==> src/rtl/fc1004_zbank_arbiter.sv <==
// Z80 bank-window bridge onto the 68k bus: holds the 9-bit bank register and
// runs one bus request/grant plus one AS/UDS/LDS/DTACK cycle per Z80 access.
module fc1004_zbank_arbiter #(
  parameter int unsigned SETUP   = 1,
  parameter int unsigned TIMEOUT = 128
) (
  input  logic        MCLK,
  input  logic        RESET,
  input  logic        z_req,
  input  logic        z_wr,
  input  logic [14:0] z_a,
  input  logic [7:0]  z_do,
  output logic [7:0]  z_di,
  output logic        z_wait,
  input  logic        bank_we,
  input  logic        bank_d,
  input  logic        bg,
  input  logic        bgack_i,
  output logic        br,
  output logic        bgack_o,
  output logic        bus_oe,
  output logic [22:0] va,
  output logic        as,
  output logic        uds,
  output logic        lds,
  output logic        rw,
  input  logic        dtack,
  input  logic [15:0] vd_i,
  output logic [15:0] vd_o,
  output logic        vd_oe
);

  localparam int unsigned TW = (TIMEOUT > 1) ? $clog2(TIMEOUT) : 1;

  typedef enum logic [2:0] {IDLE, REQ, OWN, STRB, DTW, DONE, HOLD} state_t;

  state_t          state;
  logic [8:0]      bank;
  logic [23:0]     addr;
  logic            wr;
  logic [7:0]      wdata;
  logic [2:0]      scnt;
  logic [TW-1:0]   tcnt;

  // Serial bank load: new bit enters at the top, nine writes fill it.
  always_ff @(posedge MCLK or posedge RESET) begin
    if (RESET)        bank <= '0;
    else if (bank_we) bank <= {bank_d, bank[8:1]};
  end

  always_ff @(posedge MCLK or posedge RESET) begin
    if (RESET) begin
      state   <= IDLE;
      addr    <= '0;
      wr      <= 1'b0;
      wdata   <= '0;
      scnt    <= '0;
      tcnt    <= '0;
      z_di    <= 8'hFF;
      br      <= 1'b0;
      bgack_o <= 1'b0;
      bus_oe  <= 1'b0;
      as      <= 1'b0;
      uds     <= 1'b0;
      lds     <= 1'b0;
      rw      <= 1'b1;
      vd_oe   <= 1'b0;
    end else begin
      unique case (state)
        IDLE: if (z_req) begin
          state <= REQ;
          addr  <= {bank, z_a};
          wr    <= z_wr;
          wdata <= z_do;
          br    <= 1'b1;
        end
        // Take the bus only when nobody else owns it and the previous cycle is over.
        REQ: if (bg && !bgack_i && !dtack) begin
          state   <= OWN;
          br      <= 1'b0;
          bgack_o <= 1'b1;
          bus_oe  <= 1'b1;
          rw      <= ~wr;
          scnt    <= '0;
        end
        OWN: begin
          if (scnt == 3'(SETUP - 1)) begin
            state <= STRB;
            as    <= 1'b1;
            uds   <= ~addr[0];
            lds   <= addr[0];
            vd_oe <= wr;
          end else begin
            scnt <= scnt + 3'd1;
          end
        end
        STRB: begin
          state <= DTW;
          tcnt  <= '0;
        end
        // dtack is checked first so a late acknowledge still returns real data.
        DTW: begin
          if (dtack || tcnt == TW'(TIMEOUT - 1)) begin
            state <= DONE;
            as    <= 1'b0;
            uds   <= 1'b0;
            lds   <= 1'b0;
            vd_oe <= 1'b0;
            if (!dtack)  z_di <= 8'hFF;
            else if (!wr) z_di <= addr[0] ? vd_i[7:0] : vd_i[15:8];
          end else begin
            tcnt <= tcnt + TW'(1);
          end
        end
        DONE: begin
          state   <= HOLD;
          bgack_o <= 1'b0;
          bus_oe  <= 1'b0;
          rw      <= 1'b1;
        end
        HOLD: if (!z_req) state <= IDLE;
        default: state <= IDLE;
      endcase
    end
  end

  assign va     = addr[23:1];
  assign vd_o   = {wdata, wdata};
  assign z_wait = z_req && (state != DONE) && (state != HOLD);

endmodule
==> config.mk <==
export PLATFORM = sky130hd
export DESIGN_NAME = fc1004_zbank_arbiter
export DESIGN_NICKNAME = d
export VERILOG_FILES = /design/src/rtl/fc1004_zbank_arbiter.sv
export SDC_FILE = /design/constraint.sdc
export NUM_CORES = 1
export LEC_CHECK = 0
export BUFFER_PORTS_ARGS = -buffer_cell sky130_fd_sc_hd__clkbuf_2
export CAP_MARGIN = 0
export CORE_ASPECT_RATIO = 2
export CORE_UTILIZATION = 46
export CTS_CLUSTER_SIZE = 12
export DETAILED_ROUTE_END_ITERATION = 10
export PLACE_DENSITY_LB_ADDON = 0.12
export SLEW_MARGIN = 20
export SYNTH_ARGS = -nofsm -noshare
export SYNTH_HDL_FRONTEND = slang
export SYNTH_SLANG_ARGS = --single-unit
==> constraint.sdc <==
create_clock -name MCLK -period 2.15 [get_ports MCLK]
set_input_delay 0.43 -clock MCLK [delete_from_list [all_inputs] [get_ports MCLK]]
set_output_delay 0.43 -clock MCLK [all_outputs]
set_load 0.03 [all_outputs]
# ---- After elaboration in Yosys (flattened, before gate mapping)
# Index checks and enable logic that the tools add are counted.
dict set report word_totals {
  regBits 70
  input_bits 48
  out_inout_bits 56
  elab_cells 88
}
dict set report classes {
  add_sub_neg 2
  n_eq_ne 17
  muxes 30
  bitwise_logic 2
  n_reduce_logical 22
}
# cell count
set ops {}
lappend ops {{$mux 8} 3}
lappend ops {{$mux 3} 7}
lappend ops {{$pmux 3 s7} 1}
lappend ops {{$ne 2x2->1 const B} 8}
lappend ops {{$pmux 1 s2} 7}
lappend ops {{$pmux 7 s2} 1}
lappend ops {{$reduce_and 3->1} 4}
lappend ops {{$reduce_bool 2->1} 5}
lappend ops {{$eq 3x3->1 const B} 3}
lappend ops {{$mux 1} 9}
lappend ops {{$add 7x1->7 const B} 1}
lappend ops {{$eq 7x7->1 const B} 1}
lappend ops {{$mux 7} 1}
lappend ops {{$eq 3x2->1 const B} 2}
lappend ops {{$logic_not 3->1} 2}
lappend ops {{$ne 3x3->1 const B} 2}
lappend ops {{$pmux 3 s2} 1}
lappend ops {{$reduce_and 2->1} 3}
lappend ops {{$reduce_and 5->1} 1}
lappend ops {{$logic_and 1x1->1} 4}
lappend ops {{$add 3x1->3 const B} 1}
lappend ops {{$eq 3x1->1 const B} 1}
lappend ops {{$logic_not 1->1} 2}
lappend ops {{$not 1->1} 2}
lappend ops {{$logic_or 1x1->1} 1}

# ---- Longest topological paths before layout
dict set report logic_depth {
  ltp_word 5
  ltp_mapped 6
  ltp_nobuf 6
}

# ---- Least setup slack after synthesis
# OpenSTA, ideal clock, no wires.
dict set report synth_path {
  path_kind {register to output}
  startpoint {reg state[0]}
  endpoint {out z_wait}
  arrival_ns 1.193
  setup_slack_ns 0.527
  path_stages_with_launch 4
  path_buffers 1
  cell_sequence {dfrtp_1 > buf_2 > xor2_1 > a21oi_1}
}
dict set report synth_between {
  elab_chain_cells 3
}
# element line
set synth_lines {}
lappend synth_lines {{start: declaration} 37} ;# state_t state;
lappend synth_lines {{start signal: assignment} 53} ;# state <= IDLE;
lappend synth_lines {{start signal: assignment} 71} ;# state <= REQ;
lappend synth_lines {{start signal: assignment} 79} ;# state <= OWN;
lappend synth_lines {{$ne 3x3->1} 129} ;# assign z_wait = z_req && (state != DONE) && (state != HOLD);
lappend synth_lines {{$logic_and 1x1->1} 129}
lappend synth_lines {{$logic_and 1x1->1 *} 129}
lappend synth_lines {{end: declaration} 14} ;# output logic z_wait,
# Mark *: on every way between the ends. The rest lies on a longest branch, timed or not.

# ---- Worst setup path after layout
# Same ends and word-level chain as after synthesis.

==> flow_metrics.tcl <==
set metrics [dict create \
    clkTransAtPathRegs_ns 0.06 \
    wl_um 6400 \
    port_buffers 103 \
    worst_slew_pin_slew_ns 0.511 \
    avgSynthCellArea_um2 12.0 \
    ant_nets 0 \
    die_area_mm2 0.00765 \
    dpl_cell_area_mm2 0.00373 \
    vias 2291 \
    multiInputGateArea_mm2 0.00122 \
    critPathRequiredTime_ns 1.72 \
    p_leak_nw 1.93 \
    insertion_delay_ns 0.33 \
    yosys.area_share.simple 0.0908 \
    chipWidth_um 62.3 \
    synthArstFlopShare 1.00 \
    crit_path_end_kind "output port" \
    start_util 0.479 \
    clock-skew-final_ns 0.00431 \
    ys.flop_type "dfrtp_1" \
    worstPathMaxFanout 11 \
    fp.dieH_um 123 \
    finalHoldViolCount 0 \
    synth-edff-count 0 \
    grt_pass1_wl_um 10500 \
    synth_compound_area_frac 0.0953 \
    status "completed" \
    rsz0062_at_grt "no" \
    fill_cells 634 \
    setup_viol 0 \
    diodes 0 \
    synth_top_family_by_area "multiplexers" \
    drv_slew 0 \
    ctsRootBufferMaster "clkbuf_16" \
    clkSinkCount 70 \
    critPathLaunchType "flop" \
    track_usage 0.182 \
    min_path_type "input pin to async pin" \
    num-nets-final 406 \
    max_freq_ghz 0.537 \
    syn_inst 280 \
    power_mw 6.81 \
    grt_antenna_before_repair 0 \
    first_iter_violations 88 \
    yosysUniqueCellTypes 42 \
    h-tree-depth 3 \
    cts_tree "yes" \
    synth_seq_cells 70 \
    regArea_mm2 0.00176 \
    ios 104 \
    grt_overflow 0 \
    min_period_ns 1.86 \
    ir_drop_mv 0.859 \
    post-route-period-util 0.866 \
    final_cell_mix "clkbuf_2, dfrtp_1, mux2_2" \
    yosysSeqAreaShare 0.526 \
    drive_above_1_share 0.492 \
    cts_resized 0 \
    rows 43 \
    wl_per_cell_um 14.2 \
    yosys_warnings 0 \
    holdBufCountCts 0 \
    slew_headroom 0.659 \
    syn_nets 331 \
    maxCapViolCount 0 \
    drtPass1Iterations 4 \
    cts_buffers 9 \
    cp_data_arrival_time_ns 1.43 \
    grt_max_degree 71 \
    route.detailed.drc 0 \
    gp_congestion 0.758 \
    hpwl_um 4610 \
    synth_mux_area_frac 0.158 \
    clock_path_buffers 2 \
    syn_area_mm2 0.00335 \
    synth_fa_ha_area_frac 0.0112 \
    via_per_inst 5.09 \
    final_area_mm2 0.00406 \
    whs_ns 0.189 \
    synth_xor_xnor_area_share 0.00784 \
    area_growth_pct 21.1 \
    powerDensity_mw_per_mm2 1680 \
    core_mm2 0.00699 \
    crit_type "flop to output port" \
    layout_commonest_cell "clkbuf_2" \
    fin_tns_setup_ns 0 \
    first_global_vias 2262 \
    cts_setup_buffers 0 \
]
critical path, cell delays in order (launching register included):
cell	delay, ns
dfrtp_1	0.51
xor2_1	0.21
a21oi_1	0.17
clkbuf_2	0.22
per-layer routing:
layer  track usage  share of wire
met1         0.196           0.38
met2         0.325           0.56
met3        0.0335          0.033
met4         0.118          0.027
met5             0              0
power breakdown:
group	internal (mW)	total, mW	leakage [nW]	switching [mW]
logic	1.08	2.86	0.937	1.78
clock network	1.04	1.57	0.154	0.532
registers	1.93	2.37	0.839	0.439
cell families after synthesis:
logic type                 after synthesis
adders and majority gates                3
buffers and inverters                   57
muxes                                   48
xor gates and xnor gates                 3
and+or+nand+nor                         51
DFF                                     70
AOI/OAI and AO/OA                       48
per-stage QoR:
stage	util	instances	setup WS, ns
after floorplan	-	280	0.527
after global placement	0.533	434	0.547
after detailed placement	0.533	434	0.463
after CTS	0.580	450	0.260
after global routing	0.580	450	0.204
final	0.580	450	0.289
registers in the layout, indices dropped and copies added (netlist names):
| register | count |
|---|---|
| z_di | 8 |
| lds | 1 |
| state | 3 |
| tcnt | 7 |
| scnt | 3 |
| br | 1 |
| as | 1 |
| bank | 9 |
| vd_oe | 1 |
| uds | 1 |
| bus_oe | 1 |
| wr | 1 |
| rw | 1 |
| wdata | 8 |
| addr | 24 |
synthesized netlist by cell type, types with 4 or more instances:
library cell,count,share of area
mux2_2,36,0.12
o21ai_0,16,0.024
a21oi_1,6,0.0090
a2bb2oi_1,8,0.021
nand3b_1,4,0.0090
o211ai_1,4,0.0090
buf_2,7,0.010
nand2_1,13,0.015
nand3_1,15,0.022
nand2b_1,4,0.0075
dfrtp_1,61,0.46
mux2_1,4,0.013
buf_4,33,0.074
dfstp_2,9,0.071
mux2i_1,8,0.024
inv_1,10,0.011
worst paths after layout:
path                       cells past startpoint     start       end  slack [ns]
max                                            3  state[0]    z_wait        0.29
min                                            3     RESET  wdata[3]        0.19
max reg2reg                                    3  state[0]       uds        0.46
min reg2reg                                    1        br        br        0.48
max in group asynchronous                      3     RESET   z_di[2]        1.64
min in group MCLK                              3    z_a[0]   addr[0]        0.31
final cells by class:
class                      instances  area share
tap                               90      0.0278
sequential                        70       0.435
timing repair buffer             110       0.146
clock inverter                     6      0.0210
clock buffer                      10      0.0589
inverter                          11      0.0111
multi-input combinational        153       0.300
Power figures use the tool's default switching activity.
